<file path="src/rtl/par_serial_tx_pkg.sv">
// Shared constants for the serial transmit stage behind the 4:1 lane mux.
// Symbol values and FSM encoding live here so the line format is defined once.
package par_serial_tx_pkg;

    localparam int BYTE_W = 8;

    localparam logic [BYTE_W-1:0] COM_SYM  = 8'hBC;
    localparam logic [BYTE_W-1:0] IDLE_SYM = 8'h7C;

    localparam logic [0:0] ST_ALIGN  = 1'b0;
    localparam logic [0:0] ST_ACTIVE = 1'b1;

    // Byte to put on the line for one slot.
    function automatic logic [BYTE_W-1:0] slot_byte(
        input logic              active,
        input logic              valid,
        input logic [BYTE_W-1:0] data,
        input logic [BYTE_W-1:0] com,
        input logic [BYTE_W-1:0] idle
    );
        logic [BYTE_W-1:0] b;
        b = com;
        if (active) begin
            b = valid ? data : idle;
        end
        return b;
    endfunction

endpackage

</file>
<file path="src/rtl/piso_shift8.sv">
// 8-bit parallel-in serial-out register, shifts left, MSB on the line.
// Reset clears the register so the line drops to 0 immediately.
module piso_shift8
    import par_serial_tx_pkg::*;
(
    input  logic              clk_32f,
    input  logic              reset,
    input  logic              load,
    input  logic              shift_en,
    input  logic [BYTE_W-1:0] d,
    output logic              data_out
);

    logic [BYTE_W-1:0] q;

    always_ff @(posedge clk_32f) begin
        if (reset) begin
            q <= '0;
        end else if (load) begin
            q <= d;
        end else if (shift_en) begin
            q <= {q[BYTE_W-2:0], 1'b0};
        end
    end

    assign data_out = q[BYTE_W-1];

endmodule

</file>
<file path="src/rtl/par_serial_tx.sv">
// Serialises the muxed byte stream MSB-first, one bit per clk_32f cycle,
// preceded by a COM preamble and with IDLE filling empty slots.
module par_serial_tx #(
    parameter int COM_COUNT = 4,
    parameter logic [par_serial_tx_pkg::BYTE_W-1:0] COM_SYM =
        par_serial_tx_pkg::COM_SYM,
    parameter logic [par_serial_tx_pkg::BYTE_W-1:0] IDLE_SYM =
        par_serial_tx_pkg::IDLE_SYM
) (
    input  logic                               clk_32f,
    input  logic                               reset,
    input  logic [par_serial_tx_pkg::BYTE_W-1:0] data_in,
    input  logic                               valid_in,
    output logic                               data_out,
    output logic                               load_strb,
    output logic                               aligned,
    output logic                               idle_out
);

    import par_serial_tx_pkg::*;

    logic [2:0]        bit_cnt;
    logic [3:0]        com_cnt;
    logic [0:0]        state;
    logic              com_last;
    logic [BYTE_W-1:0] next_byte;

    // bit_cnt==7 marks the slot boundary; the next edge loads a byte.
    assign load_strb = (bit_cnt == 3'd7);
    assign com_last  = (com_cnt == 4'(COM_COUNT - 1));

    always_comb begin
        next_byte = slot_byte(state == ST_ACTIVE, valid_in, data_in,
                              COM_SYM, IDLE_SYM);
    end

    always_ff @(posedge clk_32f) begin
        if (reset) begin
            bit_cnt <= 3'd7;
        end else begin
            bit_cnt <= bit_cnt + 3'd1;
        end
    end

    always_ff @(posedge clk_32f) begin
        if (reset) begin
            state    <= ST_ALIGN;
            com_cnt  <= 4'd0;
            aligned  <= 1'b0;
            idle_out <= 1'b0;
        end else if (load_strb) begin
            unique case (state)
                ST_ALIGN: begin
                    com_cnt <= com_cnt + 4'd1;
                    if (com_last) begin
                        state   <= ST_ACTIVE;
                        aligned <= 1'b1;
                    end
                end
                ST_ACTIVE: begin
                    idle_out <= !valid_in;
                end
            endcase
        end
    end

    piso_shift8 u_piso (
        .clk_32f  (clk_32f),
        .reset    (reset),
        .load     (load_strb),
        .shift_en (1'b1),
        .d        (next_byte),
        .data_out (data_out)
    );

endmodule
</file>
<file path="config.mk">
export PLATFORM = sky130hd
export DESIGN_NAME = par_serial_tx
export DESIGN_NICKNAME = d
export VERILOG_FILES = /design/src/rtl/par_serial_tx_pkg.sv /design/src/rtl/piso_shift8.sv /design/src/rtl/par_serial_tx.sv
export SDC_FILE = /design/constraint.sdc
export NUM_CORES = 1
export LEC_CHECK = 0
export CAP_MARGIN = 20
export CORE_MARGIN = 2
export CORE_UTILIZATION = 51
export DETAILED_ROUTE_END_ITERATION = 6
export GPL_TIMING_DRIVEN = 0
export PLACE_DENSITY = 0.8
export REMOVE_ABC_BUFFERS = 1
export SETUP_SLACK_MARGIN = 0.3
export SLEW_MARGIN = 20
export SYNTH_ARGS = -nofsm -noshare
export SYNTH_HDL_FRONTEND = slang
export SYNTH_SLANG_ARGS = --single-unit
</file>
<file path="constraint.sdc">
create_clock -name clk_32f -period 4.23 [get_ports clk_32f]
set_clock_uncertainty 0.15 [all_clocks]
set_input_delay 0.423 -clock clk_32f [delete_from_list [all_inputs] [get_ports clk_32f]]
set_output_delay 0.423 -clock clk_32f [all_outputs]
set_load 0.05 [all_outputs]
</file>
==> results of run 1 <==
## routing by layer
layer,part of all wire,vias to the layer above
met5,0,-
met4,0.037,0
met3,0.040,5
met2,0.45,8
met1,0.47,240
li1,-,279
## cells in the final DEF (no fill, tap or decap)
master            n
clkdlybuf4s50_1  14
nor3_1            2
a311oi_1          1
nand4_1           2
xnor2_1           1
nor2b_4           1
clkbuf_8          1
ha_1              3
nand3b_1          1
a211oi_1          4
nor2_1           16
dfxtp_1          18
a31oi_1           2
nor2b_1           1
a21oi_1           4
nand2_1           3
or2_2             2
mux2i_1           1
nand2b_1          3
xor2_1            1
clkbuf_4          3
o211ai_1          1
inv_1             1
mux2_4            1
## power by group through the flow
stage / Combinational [mW] / Sequential (mW) / Clock (mW)
2_1_floorplan: 0.0436 / 0.200 / 0
3_3_place_gp: 0.0712 / 0.195 / 0
3_5_place_dp: 0.0740 / 0.196 / 0
4_1_cts: 0.0744 / 0.192 / 0.111
5_1_grt: 0.0814 / 0.194 / 0.116
6_report: 0.0735 / 0.192 / 0.106
## cells by family after synthesis
family / Yosys count / share of synthesized area
buf+inv: 6 / 0.0428
fa+ha+maj: 3 / 0.0535
mux: 2 / 0.0356
compound gates: 12 / 0.112
flops: 18 / 0.513
simple gates: 31 / 0.217
xor+xnor: 2 / 0.0250
## final cells by class
class,count,share of cell area
clock buffer,4,0.0417
inverter,1,0.00431
multi-input combinational,50,0.358
sequential,18,0.414
tap,15,0.0216
timing repair buffer,14,0.161
## registers in the layout, indices dropped and copies added, names as in the netlist
register and count:
com_cnt 4, state 1, aligned 1, idle_out 1
u_piso.q 8, bit_cnt 3
## how the worst min path moves through the flow
stage,slack (ns),start,depth (start not counted),end
5_1_grt,0.29,bit_cnt[0],1,bit_cnt[0]
4_1_cts,0.27,bit_cnt[0],1,bit_cnt[0]
2_1_floorplan,0.22,bit_cnt[0],1,bit_cnt[0]
3_3_place_gp,0.23,bit_cnt[0],1,bit_cnt[0]
3_5_place_dp,0.24,bit_cnt[0],1,bit_cnt[0]
6_report,0.26,bit_cnt[0],1,bit_cnt[0]
==> impl_metrics.env, run 1 <==
export IMPL_outcome="complete, no violations"
export IMPL_ir_worst_vdd_uv=212
export IMPL_p_per_area_nw_per_um2=427
export IMPL_clockRootBuffer="clkbuf_4"
export IMPL_synth_warnings=0
export IMPL_synth_commonest_cells="dfxtp_1, nor2_1, a211oi_1, a21oi_1"
export IMPL_period_share=0.669
export IMPL_start_util=0.539
export IMPL_async_reset_ff_frac=0
export IMPL_design_area_um2=871
export IMPL_fin_cells=102
export IMPL_p_seq_frac=0.516
export IMPL_htreeDepth=1
export IMPL_grt_util_all_layers=0.197
export IMPL_multi_input_comb_area_um2=312
export IMPL_slowest_stage="clkdlybuf4s50_1"
export IMPL_die_y_um=41.1
export IMPL_p_leak_nw=0.338
export IMPL_worstSetupEndpointType="output pin"
export IMPL_fin_tns_setup_ns=0
export IMPL_yosysSeqAreaShare=0.513
export IMPL_grt_pass1_wl_um=1990
export IMPL_wl_um=1200
export IMPL_port_buffers=14
export IMPL_antenna_found_initial=0
export IMPL_place_congestion=0.700
export IMPL_die_w_um=41.1
export IMPL_critPathMaxStageDelay_ns=0.92
export IMPL_drt_pass1_iterations=2
export IMPL_critPathMostFrequentCell="ha_1"
export IMPL_max_cap_violations=0
export IMPL_postPlaceCellArea_um2=835
export IMPL_hold_class="reg2reg"
export IMPL_post_cts_resize_count=0
export IMPL_worst_path_stages=3
export IMPL_synth_seq_cells=18
export IMPL_cp_data_arrival_time_ns=2.26
export IMPL_drt_initial_drc_count=5
export IMPL_synth_avg_cell_area_um2=9.49
export IMPL_crit_start="bit_cnt[0]"
export IMPL_syn2layout_area_growth_pct=24.1
export IMPL_cts_tree="yes"
export IMPL_cts_reportedPaths_clkPinSlew_ns=0.09
export IMPL_drv_slew=0
export IMPL_grt_max_degree=21
export IMPL_syn_inst=74
export IMPL_fin_crit_ns=2.83
export IMPL_dp_hpwl_um=820
export IMPL_busiest_layer="met2"
export IMPL_clockPowerShare=0.286
export IMPL_cts_buffers=3
export IMPL_rows=13
export IMPL_grtUsageMet3=0.0815
export IMPL_r2r_start="bit_cnt[0]"
export IMPL_setup_slack_ns=1.40
export IMPL_power_mw=0.372
export IMPL_fill_cells=111
export IMPL_cts_buffer_depth=2
export IMPL_worst_setup_path_start_kind="register"
export IMPL_io_pins=15
export IMPL_synthDistinctLibCells=24
export IMPL_dpl_cell_count=98
export IMPL_ctsHoldBuffers=0
export IMPL_crit_end="load_strb"
export IMPL_hold_viol=0
export IMPL_finalCoreUtilization=0.669
export IMPL_final_nets=102
export IMPL_rr_endpoint="com_cnt[3]"
export IMPL_cts_setup_buffers=0
export IMPL_via_per_inst=5.22
export IMPL_syn_area_um2=702
export IMPL_synth_top_area_share=0.513
export IMPL_crit_required_ns=3.66
export IMPL_synth_area_top_cells="dfxtp_1, nor2_1, ha_1"
export IMPL_rsz0062_at_grt="no"
export IMPL_setup_viol=0
export IMPL_cp_buffers_inverters=1
export IMPL_p_sw_mw=0.101
export IMPL_grt_util_met2=0.301
export IMPL_whs_ns=0.260
export IMPL_worstRegToRegCells=5
export IMPL_drcViolationCount=0
export IMPL_p_sw_frac=0.270
export IMPL_path_cells="ha_1 -> ha_1 -> clkdlybuf4s50_1"
export IMPL_yosysMostFrequentCell="dfxtp_1"
export IMPL_pre_cts_ws_ns=1.72
export IMPL_antenna_cells=0
export IMPL_p_int_mw=0.271
export IMPL_worst_slew_margin_rel=0.585
export IMPL_synth_top_area_cell="dfxtp_1"
export IMPL_drtAntennaViolNets=0
export IMPL_crit_family="buffers and inverters"
export IMPL_tightest_slew_ns=0.623
export IMPL_combPwrFrac=0.198
export IMPL_drive_gt1_frac=0.0920
export IMPL_routed_via_count=532
export IMPL_r2r_slack_ns=2.18
export IMPL_synth_ff_type="dfxtp_1"
export IMPL_fmax_mhz=353
export IMPL_coreArea_um2=1300
export IMPL_critPathKind="reg2out"
export IMPL_grt_ovfl_total=0
export IMPL_synth_edf_count=0
export IMPL_grt_pass1_vias=469
export IMPL_seqCellArea_um2=360
export IMPL_die_area_um2=1690
export IMPL_grt_util_met1=0.216
export IMPL_cts_sinks=18
export IMPL_insertion_delay_ns=0.30
export IMPL_path_max_fanout=20
export IMPL_wl_per_cell_um=11.8
Note: power is estimated with default switching activity, not from simulation.
==> inputs of run 2 (changes only) <==
CORE_UTILIZATION = 42   (was 51)
PLACE_DENSITY = 0.71   (was 0.8)
clock period = 2.4 ns   (was 4.23 ns; I/O delays follow)
==> run 2 against run 1 <==
  * Total power up 75%
  * Clock power up 72%
  * Sequential cell count unchanged
  * Critical endpoint unchanged
  * Hold slack better by 0.0028 ns
  * Routed wire length down 5.6%
  * Global-route usage down 6.7 points
  * Setup slack worse by 1.0 ns
  * Via count down 5.1%
  * Non-clock buffer count unchanged
  * Critical path type unchanged
  * Highest routed layer unchanged
  * Critical path depth unchanged
==> impl_metrics.env, run 2 (synthesized netlist as in run 1, its figures left out) <==
export IMPL_outcome="complete, no violations"
export IMPL_place_congestion=0.761
export IMPL_hold_class="reg2reg"
export IMPL_worstSetupEndpointType="output pin"
export IMPL_dpl_cell_count=99
export IMPL_wl_met3_um=71
export IMPL_grt_util_all_layers=0.130
export IMPL_cts_tree="yes"
export IMPL_coreArea_um2=1540
export IMPL_hold_viol=0
export IMPL_rows=14
export IMPL_cts_buffers=3
export IMPL_grt_pass1_wl_um=1870
export IMPL_cp_data_arrival_time_ns=1.62
export IMPL_antenna_cells=0
export IMPL_insertion_delay_ns=0.29
export IMPL_drcViolationCount=0
export IMPL_dp_hpwl_um=749
export IMPL_htreeDepth=1
export IMPL_path_max_fanout=20
export IMPL_period_share=0.836
export IMPL_die_w_um=44.9
export IMPL_drv_slew=0
export IMPL_grt_ovfl_total=0
export IMPL_grt_pass1_vias=445
export IMPL_die_area_um2=2010
export IMPL_critPathMaxStageDelay_ns=0.43
export IMPL_routed_top_layer="met4"
export IMPL_io_pins=15
export IMPL_via_per_inst=4.90
export IMPL_postPlaceCellArea_um2=836
export IMPL_design_area_um2=876
export IMPL_fin_cells=103
export IMPL_ctsHoldBuffers=0
export IMPL_p_per_area_nw_per_um2=742
export IMPL_routed_via_count=505
export IMPL_critPathKind="reg2out"
export IMPL_syn2layout_area_growth_pct=24.8
export IMPL_cts_sinks=18
export IMPL_mostFrequentLayoutCells="dfxtp_1, nor2_1, clkdlybuf4s50_1, a21oi_1, a211oi_1"
export IMPL_drt_initial_drc_count=3
export IMPL_wirelength_met1_um=600
export IMPL_drive_gt1_frac=0.115
export IMPL_fin_tns_setup_ns=0
export IMPL_die_y_um=44.9
export IMPL_worst_setup_path_start_kind="register"
export IMPL_whs_path_depth=1
export IMPL_tightest_slew_ns=0.639
export IMPL_crit_required_ns=2.01
export IMPL_final_nets=102
export IMPL_max_cap_violations=0
export IMPL_cts_reportedPaths_clkPinSlew_ns=0.09
export IMPL_setup_viol=0
export IMPL_wl_um=1130
export IMPL_wl_met2_um=433
export IMPL_reg_top3="u_piso.q x8, com_cnt x4, bit_cnt x3"
export IMPL_rsz0062_at_grt="no"
export IMPL_layout_commonest_cell="dfxtp_1"
export IMPL_ir_worst_vdd_uv=361
export IMPL_path_cells="ha_1 -> ha_2 -> clkdlybuf4s15_2"
export IMPL_clockRootBuffer="clkbuf_4"
export IMPL_fin_crit_ns=2.01
export IMPL_largest_register_ff_count=8
export IMPL_wl_per_cell_um=11.0
export IMPL_slowest_stage="clkdlybuf4s15_2"
export IMPL_cts_buffer_depth=2
export IMPL_start_util=0.455
export IMPL_drtAntennaViolNets=0
export IMPL_worst_slew_margin_rel=0.572
export IMPL_antenna_found_initial=0
export IMPL_worstRegToRegCells=5
export IMPL_p_leak_nw=0.337
export IMPL_whs_ns=0.263
export IMPL_fmax_mhz=499
export IMPL_grt_max_degree=21
export IMPL_top_register="u_piso.q"
export IMPL_port_buffers=14
export IMPL_drt_pass1_iterations=2
==> run 2: cell count changes in the layout (fill, tap and decap cells not counted) <==
| cell | before | now |
|---|---|---|
| clkdlybuf4s15_2 | 0 | 1 |
| clkdlybuf4s50_1 | 14 | 13 |
| ha_1 | 3 | 2 |
| ha_2 | 0 | 1 |
==> run 2: what timing repair did <==
| action | in CTS | in global routing |
|---|---|---|
| buffers inserted | 0 | 0 |
| endpoints found under the setup margin | 1 | 0 |
| gates resized for setup | 4 | 0 |
==> run 2: final timing paths <==
path | endpoint | slack (ns) | start
worst min register to register | bit_cnt[0] | 0.26 | bit_cnt[0]
worst min-delay path | bit_cnt[0] | 0.26 | bit_cnt[0]
worst max register to register | com_cnt[3] | 0.54 | bit_cnt[0]
worst max-delay path | load_strb | 0.39 | bit_cnt[0]
==> run 2: critical path: cells and delay by family (launching register included) <==
family	cells	cell delay, ns
DFF	1	0.35
buffers and inverters	1	0.43
adders and majority gates	2	0.55
==> run 2: where the power goes <==
part | leakage (nW) | switching (mW) | internal [mW]
clock | 0.0210 | 0.0894 | 0.0924
sequential | 0.148 | 0.0123 | 0.326
combinational | 0.169 | 0.0695 | 0.0605
total | 0.337 | 0.171 | 0.479
==> run 2: cell type report <==
type | instances | area [µm²]
clock buffer | 4 | 36.3
tap | 16 | 20.0
inverter | 1 | 3.75
fill | 145 | 666
multi-input combinational | 50 | 314
timing repair buffer | 14 | 141
sequential | 18 | 360
==> run 2: layer usage <==
metal,global-route usage,vias to the layer above
li1,-,276
met1,0.192,214
met2,0.168,13
met3,0.0360,2
met4,0.0706,0
met5,0,-
==> run 2: through the flow <==
stage	setup slack (ns)	utilization	power, mW
5_1_grt	0.309	0.568	0.686
3_5_place_dp	0.0798	0.542	0.475
4_1_cts	0.384	0.568	0.661
6_report	0.394	0.568	0.650
2_1_floorplan	0.187	-	0.429
3_3_place_gp	0.0696	0.542	0.472
